File: config.mk
export PLATFORM = sky130hd
export DESIGN_NAME = fib_sequencer
export DESIGN_NICKNAME = d
export VERILOG_FILES = /design/src/rtl/fib_pkg.sv /design/src/rtl/fib_datapath.sv /design/src/rtl/fib_sequencer.sv
export SDC_FILE = /design/constraint.sdc
export NUM_CORES = 1
export LEC_CHECK = 0
export ABC_CLOCK_PERIOD_IN_PS = 6080
export BUFFER_PORTS_ARGS = -buffer_cell sky130_fd_sc_hd__buf_2
export CAP_MARGIN = 20
export CORE_MARGIN = 2
export CORE_UTILIZATION = 55
export DETAILED_ROUTE_END_ITERATION = 6
export HOLD_SLACK_MARGIN = 0.03
export PLACE_DENSITY = 0.74
export SLEW_MARGIN = 30
export SYNTH_ARGS = -nofsm -noshare
export SYNTH_HDL_FRONTEND = slang
export SYNTH_SLANG_ARGS = --single-unit
export TNS_END_PERCENT = 30
File: constraint.sdc
create_clock -name clk -period 6.08 [get_ports clk]
set_input_delay 1.216 -clock clk [delete_from_list [all_inputs] [get_ports clk]]
set_output_delay 1.216 -clock clk [all_outputs]
set_load 0.02 [all_outputs]
File: src/rtl/fib_pkg.sv
// Shared types and constants for the Fibonacci display sequencer.
package fib_pkg;

  typedef enum logic [1:0] {
    ST_IDLE,
    ST_RUN,
    ST_PAUSED,
    ST_DONE
  } fib_state_e;

  localparam int IDX_W = 6;
  localparam int A0    = 0;
  localparam int B0    = 1;

endpackage

File: src/rtl/fib_datapath.sv
// Two-register Fibonacci datapath (a <= b, b <= a+b) with carry-out flag and index counter.
module fib_datapath
  import fib_pkg::*;
#(
  parameter int WIDTH = 8
) (
  input  logic             clk,
  input  logic             reset,
  input  logic             advance,
  input  logic             reinit,
  output logic [WIDTH-1:0] a,
  output logic             b_ovf,
  output logic [IDX_W-1:0] index
);

  logic [WIDTH-1:0] a_q, a_d;
  logic [WIDTH-1:0] b_q, b_d;
  logic             b_ovf_q, b_ovf_d;
  logic [IDX_W-1:0] index_q, index_d;
  logic [WIDTH:0]   sum;

  always_comb begin
    sum     = {1'b0, a_q} + {1'b0, b_q};
    a_d     = a_q;
    b_d     = b_q;
    b_ovf_d = b_ovf_q;
    index_d = index_q;
    if (reinit) begin
      a_d     = WIDTH'(A0);
      b_d     = WIDTH'(B0);
      b_ovf_d = 1'b0;
      index_d = '0;
    end else if (advance) begin
      // b_ovf marks that b no longer fits, so a is the last representable term
      a_d     = b_q;
      b_d     = sum[WIDTH-1:0];
      b_ovf_d = sum[WIDTH];
      index_d = index_q + IDX_W'(1);
    end
  end

  always_ff @(posedge clk) begin
    if (reset) begin
      a_q     <= WIDTH'(A0);
      b_q     <= WIDTH'(B0);
      b_ovf_q <= 1'b0;
      index_q <= '0;
    end else begin
      a_q     <= a_d;
      b_q     <= b_d;
      b_ovf_q <= b_ovf_d;
      index_q <= index_d;
    end
  end

  assign a     = a_q;
  assign b_ovf = b_ovf_q;
  assign index = index_q;

endmodule

File: src/rtl/fib_sequencer.sv
// Fibonacci display controller: tick prescaler, run/pause/step/done FSM, end-of-sequence handling.
// Optional BCD converter output enabled by defining FIB_SEQUENCER_BCD_EN.
module fib_sequencer
  import fib_pkg::*;
#(
  parameter int TICK_DIV = 25000000,
  parameter int WIDTH    = 8
) (
  input  logic             clk,
  input  logic             reset,
  input  logic             start,
  input  logic             pause,
  input  logic             step,
  input  logic             clear,
  input  logic             mode_wrap,
  output logic [WIDTH-1:0] fib_value,
  output logic [5:0]       fib_index,
  output logic             adv_strobe,
  output logic             busy,
  output logic             done,
`ifdef FIB_SEQUENCER_BCD_EN
  output logic [4*((WIDTH <= 9) ? 3 : 10)-1:0] bcd_out,
  output logic             bcd_valid,
`endif
  output logic             ovf
);

  localparam int PW = $clog2(TICK_DIV);
  localparam logic [PW-1:0] PRESC_MAX = PW'(TICK_DIV - 1);

  fib_state_e       state_q, state_d;
  logic [PW-1:0]    presc_q, presc_d;
  logic             adv_strobe_q, adv_strobe_d;
  logic             ovf_q, ovf_d;
  logic             tick, adv_req, dp_advance, dp_reinit, dp_b_ovf;
  logic [WIDTH-1:0] dp_a;
  logic [IDX_W-1:0] dp_index;

  fib_datapath #(.WIDTH(WIDTH)) u_datapath (
    .clk     (clk),
    .reset   (reset),
    .advance (dp_advance),
    .reinit  (dp_reinit),
    .a       (dp_a),
    .b_ovf   (dp_b_ovf),
    .index   (dp_index)
  );

  always_comb begin
    state_d      = state_q;
    presc_d      = presc_q;
    adv_req      = 1'b0;
    dp_advance   = 1'b0;
    dp_reinit    = 1'b0;
    adv_strobe_d = 1'b0;
    ovf_d        = 1'b0;
    tick         = (state_q == ST_RUN) && (presc_q == PRESC_MAX);

    if (clear) begin
      state_d   = ST_IDLE;
      presc_d   = '0;
      dp_reinit = 1'b1;
    end else begin
      case (state_q)
        ST_IDLE: begin
          if (start) begin
            state_d = ST_RUN;
            presc_d = '0;
          end
        end
        ST_RUN: begin
          adv_req = tick;
          if (tick)
            presc_d = '0;
          else if (!(pause && !start))
            presc_d = presc_q + PW'(1);
          if (pause && !start)
            state_d = ST_PAUSED;
        end
        ST_PAUSED: begin
          if (start)
            state_d = ST_RUN;
          else if (step)
            adv_req = 1'b1;
        end
        default: begin
          if (start) begin
            state_d   = ST_RUN;
            presc_d   = '0;
            dp_reinit = 1'b1;
          end
        end
      endcase

      // End of sequence: either restart from F0 in place or freeze in DONE
      if (adv_req) begin
        if (dp_b_ovf) begin
          ovf_d = 1'b1;
          if (mode_wrap) begin
            dp_reinit    = 1'b1;
            adv_strobe_d = 1'b1;
          end else begin
            state_d = ST_DONE;
          end
        end else begin
          dp_advance   = 1'b1;
          adv_strobe_d = 1'b1;
        end
      end
    end
  end

  always_ff @(posedge clk) begin
    if (reset) begin
      state_q      <= ST_IDLE;
      presc_q      <= '0;
      adv_strobe_q <= 1'b0;
      ovf_q        <= 1'b0;
    end else begin
      state_q      <= state_d;
      presc_q      <= presc_d;
      adv_strobe_q <= adv_strobe_d;
      ovf_q        <= ovf_d;
    end
  end

  assign fib_value  = dp_a;
  assign fib_index  = dp_index;
  assign adv_strobe = adv_strobe_q;
  assign ovf        = ovf_q;
  assign busy       = (state_q == ST_RUN);
  assign done       = (state_q == ST_DONE);

`ifdef FIB_SEQUENCER_BCD_EN
  localparam int BCD_DIGITS = (WIDTH <= 9) ? 3 : 10;
  localparam int BW         = 4 * BCD_DIGITS;

  logic [WIDTH-1:0] bcd_bin_q, bcd_bin_d, src_bin;
  logic [BW-1:0]    bcd_shift_q, bcd_shift_d, src_bcd, adj, step_bcd;
  logic [BW-1:0]    bcd_out_q, bcd_out_d;
  logic [5:0]       bcd_cnt_q, bcd_cnt_d;
  logic             bcd_busy_q, bcd_busy_d;
  logic             bcd_valid_q, bcd_valid_d;

  // A load performs the first shift-add-3 step directly on fib_value
  assign src_bcd = adv_strobe_q ? '0 : bcd_shift_q;
  assign src_bin = adv_strobe_q ? dp_a : bcd_bin_q;

  for (genvar gi = 0; gi < BCD_DIGITS; gi++) begin : g_adj
    assign adj[4*gi +: 4] = (src_bcd[4*gi +: 4] >= 4'd5) ? src_bcd[4*gi +: 4] + 4'd3
                                                        : src_bcd[4*gi +: 4];
  end

  assign step_bcd = {adj[BW-2:0], src_bin[WIDTH-1]};

  always_comb begin
    bcd_bin_d   = bcd_bin_q;
    bcd_shift_d = bcd_shift_q;
    bcd_out_d   = bcd_out_q;
    bcd_cnt_d   = bcd_cnt_q;
    bcd_busy_d  = bcd_busy_q;
    bcd_valid_d = bcd_valid_q;
    if (adv_strobe_q || bcd_busy_q) begin
      bcd_shift_d = step_bcd;
      bcd_bin_d   = {src_bin[WIDTH-2:0], 1'b0};
      if (adv_strobe_q) begin
        bcd_cnt_d   = 6'd1;
        bcd_busy_d  = 1'b1;
        bcd_valid_d = 1'b0;
      end else begin
        bcd_cnt_d = bcd_cnt_q + 6'd1;
        if (bcd_cnt_q == 6'(WIDTH - 1)) begin
          bcd_busy_d  = 1'b0;
          bcd_out_d   = step_bcd;
          bcd_valid_d = 1'b1;
        end
      end
    end
  end

  always_ff @(posedge clk) begin
    if (reset) begin
      bcd_bin_q   <= '0;
      bcd_shift_q <= '0;
      bcd_out_q   <= '0;
      bcd_cnt_q   <= '0;
      bcd_busy_q  <= 1'b0;
      bcd_valid_q <= 1'b0;
    end else begin
      bcd_bin_q   <= bcd_bin_d;
      bcd_shift_q <= bcd_shift_d;
      bcd_out_q   <= bcd_out_d;
      bcd_cnt_q   <= bcd_cnt_d;
      bcd_busy_q  <= bcd_busy_d;
      bcd_valid_q <= bcd_valid_d;
    end
  end

  assign bcd_out   = bcd_out_q;
  assign bcd_valid = bcd_valid_q;
`endif

endmodule
# --- Yosys cells after proc, flatten, opt, wreduce, memory -nomap -nowiden ---
# Cells that the tools add are included.
# Widths: inputs -> output; s select.
totals:
  ff_bits: 52
  inputBits: 7
  out_inout_bits: 18
classes:
  addsub: 3
  n_eq_ne: 5
  n_mux: 26
  n_bitwise: 2
  n_reduce_logical: 10
ops:
  columns: ["cell", "n"]
  rows:
  - ["$mux 25", 3]
  - ["$pmux 25 s2", 1]
  - ["$add 25x1->25 const B", 1]
  - ["$eq 25x25->1 const B", 1]
  - ["$mux 1", 15]
  - ["$mux 2", 6]
  - ["$add 8x8->9", 1]
  - ["$add 6x1->6 const B", 1]
  - ["$reduce_or 3->1", 2]
  - ["$eq 2x2->1 const B", 2]
  - ["$reduce_or 2->1", 2]
  - ["$ne 3x3->1 const B", 1]
  - ["$reduce_and 3->1", 1]
  - ["$eq 2x1->1 const B", 1]
  - ["$logic_and 1x1->1", 2]
  - ["$logic_not 2->1", 1]
  - ["$not 1->1", 2]
  - ["$pmux 1 s2", 1]
  - ["$reduce_bool 2->1", 1]
  - ["$logic_not 1->1", 1]

# --- Longest topological paths before layout ---
logic_depth:
  depth_word: 8
  mapped_depth: 9
  depth_no_buf: 8

# --- Hierarchy ---
# Synthesis repeated with hierarchy kept, for this count alone.
hier_totals:
  cells_unflattened: 350
  area_unflattened_um2: 2996.6
modules_own_cells:
  columns: ["module", "n_inst", "cells_per_inst", "area_per_inst_um2", "seq_area_each_um2"]
  rows:
  - ["fib_sequencer", 1, 228, 1813.0, 580.6]
  - ["fib_datapath", 1, 122, 1183.6, 460.4]

# --- Worst setup path after synthesis ---
# No wires, ideal clock.
synth_timing:
  path_type: "input to register"
  from: "in start"
  to: "reg presc_q[14]"
  setup_ps: 128
  arrival_time_ps: 2356
  required_time_ps: 5952
  slack_ps: 3596
  cell_stages: 6
  n_path_buf: 2
  cell_sequence: "clkbuf_1 > nor2b_1 > a31oi_1 > o21ai_2 > clkbuf_1 > nor2_1"
synth_between:
  elab_chain_len: 4
  word_cells_on_any_way: 5
  classes_between: "eq/ne (1); reduce/logical (4)"
synth_lines:
  columns: ["item", "line", "source"]
  rows:
  - ["start, declared", "fib_sequencer.sv:11", "input logic start,"]
  - ["$logic_not 1->1", "fib_sequencer.sv:75", "else if (!(pause && !start))"]
  - ["$logic_and 1x1->1", "fib_sequencer.sv:75", null]
  - ["$ne 3x3->1 (no source line)", null, null]
  - ["$reduce_and 3->1 (no source line) *", null, null]
  - ["end signal, assigned", "fib_sequencer.sv:121", "presc_q <= presc_d;"]
  - ["end, declared", "fib_sequencer.sv:32", "logic [PW-1:0] presc_q, presc_d;"]
# Every way passes the cells marked *; elsewhere a longest branch is shown, timed or not.
# A chain may end at the register's enable or synchronous reset.

# --- Worst setup path in the final report ---
layout_timing:
  from: "reg presc_q[0]"
  to: "reg presc_q[12]"
layout_between:
  elab_chain_len: 4
  word_cells_on_any_way: 8
  classes_between: "add/sub (1); eq/ne (2); mux (3); reduce/logical (2)"
layout_lines:
  columns: ["item", "line"]
  rows:
  - ["$add 25x1->25 or $eq 25x25->1 (tied branches)", "fib_sequencer.sv:76, fib_sequencer.sv:57"]
  - ["$mux 25 or $logic_and 1x1->1 (tied branches)", "fib_sequencer.sv:75, fib_sequencer.sv:57"]
  - ["$mux 25 or $ne 3x3->1 (tied branches)", null]
  - ["$pmux 25 s2 or $reduce_and 3->1 (tied branches)", null]
# Several ways; a longest one is shown, not always the timed one. The select of a mux whose other input is x is not followed.

==> flow_summary.ini <==
[power_and_ir_drop]
p_int_mw = 0.469
ir_drop_mv = 0.129
p_per_area_mw_per_mm2 = 193
seq_power_share = 0.566
switchingPower_mw = 0.134
cellLeakagePower_nw = 1.05
power_mw = 0.603
combinationalPowerShare = 0.037
clock_power_share = 0.396
p_sw_frac = 0.222

[clock_tree]
cts-resized-gates = 0
worstSkewPairLatency_ns = 0.31
cts_buffers = 5
cts_tree = yes
hold_buffers = 0
cts-root-buf = clkbuf_8
clkTransAtPathRegs_ns = 0.10
cts_sinks = 52
clockBufferDepth = 2
postCtsSetupRepairBufs = 0
cts_max_level = 2

[yosys]
synth-seq-cells = 52
syn_area_sq_mm = 0.00286
synthCells = 318
seq_area_frac_synth = 0.364
yosysTopAreaCellShare = 0.364
ys.flop_type = dfxtp_1
synthArstFlopShare = 0
post-synth-top-count-cell = nor2_1
synth_nets = 340
synthTopCellsByArea = dfxtp_1, nor2_1, ha_1
synth_largest_area_cell = dfxtp_1
synth_cell_types = 51
avgSynthCellArea_sq_um = 8.99
synth-edff-count = 0
ys_warn_count = 0
ys_top_cells_by_count = nor2_1, dfxtp_1, xnor2_1, a21oi_1, mux2i_1

[sta]
slew_violations = 0
period_needed_ns = 2.68
rsz0062_at_grt = no
max_slew_margin = 0.395
hold_slack_ns = 0.514
max_freq_mhz = 374
setup_tns_ns = 0
finalHoldViolCount = 0
skew_ns = 0.00804
worstMarginPinSlew_ns = 0.905
period_share = 0.440
setup-violations-final = 0

[die]
die_w_microns = 76.1
core_area_sq_mm = 0.00507
rows = 26
start_util = 0.563
boundaryPins = 25
die_area_sq_mm = 0.00579
die_height_microns = 76.1

[place]
detailed_place_hpwl_microns = 3840
port_buffers = 24
globalplace.congestion = 0.839
placed_area_sq_mm = 0.00301

[global_route]
grtUsageTotal = 0.190
grt_pass1_vias = 2151
grt_pass1_wl_microns = 9200
antenna_found_initial = 0
grt_max_degree = 29
grt_overflow = 0

[routing]
drt_iter0_drc = 71
vias = 2258
drtAntennaViolNets = 0
via_per_inst = 5.52
drc = 0
dr.pass1.iters = 4
routedWlPerCell_microns = 12.9
wirelength_microns = 5270

[setup_path]
cp.arrival_ns = 2.89
timing.rr.end = presc_q[12]
rr_worst_depth = 7
cp.required_ns = 6.29
rr_startpoint = presc_q[0]
path_max_fanout = 12
end_kind = flop
setup.worst_path.start_class = flop
r2r_slack_ns = 3.40
criticalPathCategory = flop to flop
critPathLaunch = presc_q[0]
critPathCapture = presc_q[12]

[status]
outcome = finished clean

[final_layout]
fillers = 466
nNetsFinal = 360
design_area_sq_mm = 0.00312
areaGrowthSynthToFinish_pct = 9.15
n_antenna_cell = 0
layout-drive-gt1-share = 0.174
utilization = 0.615

[worst_hold_path]
hold_class = flop to flop

[job]
cap_violations = 0
## worst min-delay path by stage
stage | start | endpoint | slack, ns | cells after the start
2_1_floorplan | presc_q[1] | presc_q[1] | 0.47 | 2
3_3_place_gp | presc_q[1] | presc_q[1] | 0.50 | 2
3_5_place_dp | presc_q[1] | presc_q[1] | 0.50 | 2
4_1_cts | presc_q[1] | presc_q[1] | 0.51 | 2
5_1_grt | presc_q[1] | presc_q[1] | 0.53 | 2
6_report | presc_q[1] | presc_q[1] | 0.51 | 2
## stage by stage
step	std cells	setup slack, ns
after floorplan	318	3.60
after global placement	401	3.05
after detailed placement	401	3.14
after CTS	409	3.41
after global routing	409	3.17
final	409	3.40
## area by class of cell
| type | instances | area, sq um | area share |
|---|---|---|---|
| Timing Repair Buffer | 24 | 120 | 0.0385 |
| Sequential cell | 52 | 1040 | 0.334 |
| Multi-Input combinational cell | 244 | 1720 | 0.551 |
| Clock inverter | 3 | 42.5 | 0.0136 |
| Inverter | 11 | 41.3 | 0.0132 |
| Tap cell | 70 | 87.6 | 0.0281 |
| Clock buffer | 5 | 68.8 | 0.0221 |
## layout by cell type (no fill, tap or decap), types with 5 or more instances in the layout
cell type / Yosys / routed
nand3_1: 7 / 7
clkbuf_8: 0 / 5
nor2b_1: 6 / 6
o21ai_0: 10 / 10
ha_1: 14 / 14
buf_2: 4 / 24
dfxtp_1: 52 / 52
nand2_1: 11 / 11
a21oi_1: 15 / 15
xnor2_1: 20 / 20
nor2_1: 54 / 54
mux2i_1: 15 / 15
nor3_1: 8 / 8
nand4_1: 8 / 8
inv_1: 11 / 11
a211oi_1: 5 / 5
## cell families (layout without fill, tap and decap cells)
group,after synthesis,in the layout,synth area share
XOR/XNOR,24,24,0.0735
multiplexers,18,18,0.0643
buffers and inverters,22,43,0.0385
AO/OA/AOI/OAI,51,51,0.122
adder cells (fa/ha/maj),15,15,0.0683
AND/OR/NAND/NOR,136,136,0.269
flip-flops,52,52,0.364
## power groups by stage
stage / Sequential [mW] / Combinational (mW) / Clock, mW
after floorplan: 0.349 / 0.0174 / 0
after global placement: 0.350 / 0.0218 / 0
after detailed placement: 0.350 / 0.0224 / 0
after CTS: 0.342 / 0.0225 / 0.247
after global routing: 0.342 / 0.0249 / 0.261
final: 0.342 / 0.0226 / 0.239
## registers in the layout (all words and copies together) (netlist names)
name,count
state_q,2
u_datapath.b_ovf,1
u_datapath.a,8
u_datapath.b_q,8
ovf,1
u_datapath.index,6
presc_q,25
adv_strobe,1
## critical path, cell delays in order (launching register included)
cell and delay [ns]:
dfxtp_1 0.41, ha_1 0.20, nand3_2 0.21, nor4_1 0.47
a41oi_2 0.45, nor3_1 0.47, a211oi_1 0.13, a31o_2 0.24
## metal layers
metal | track usage | vias to the layer above | part of all wire | wire, microns
met1 | 0.217 | 1046 | 0.47 | 2450
met5 | 0 | - | 0 | 0
met2 | 0.338 | 40 | 0.48 | 2510
met4 | 0.0764 | 0 | 0.015 | 80
met3 | 0.0498 | 11 | 0.043 | 225
li1 | - | 1161 | - | -
(Power assumes the default switching activity.)
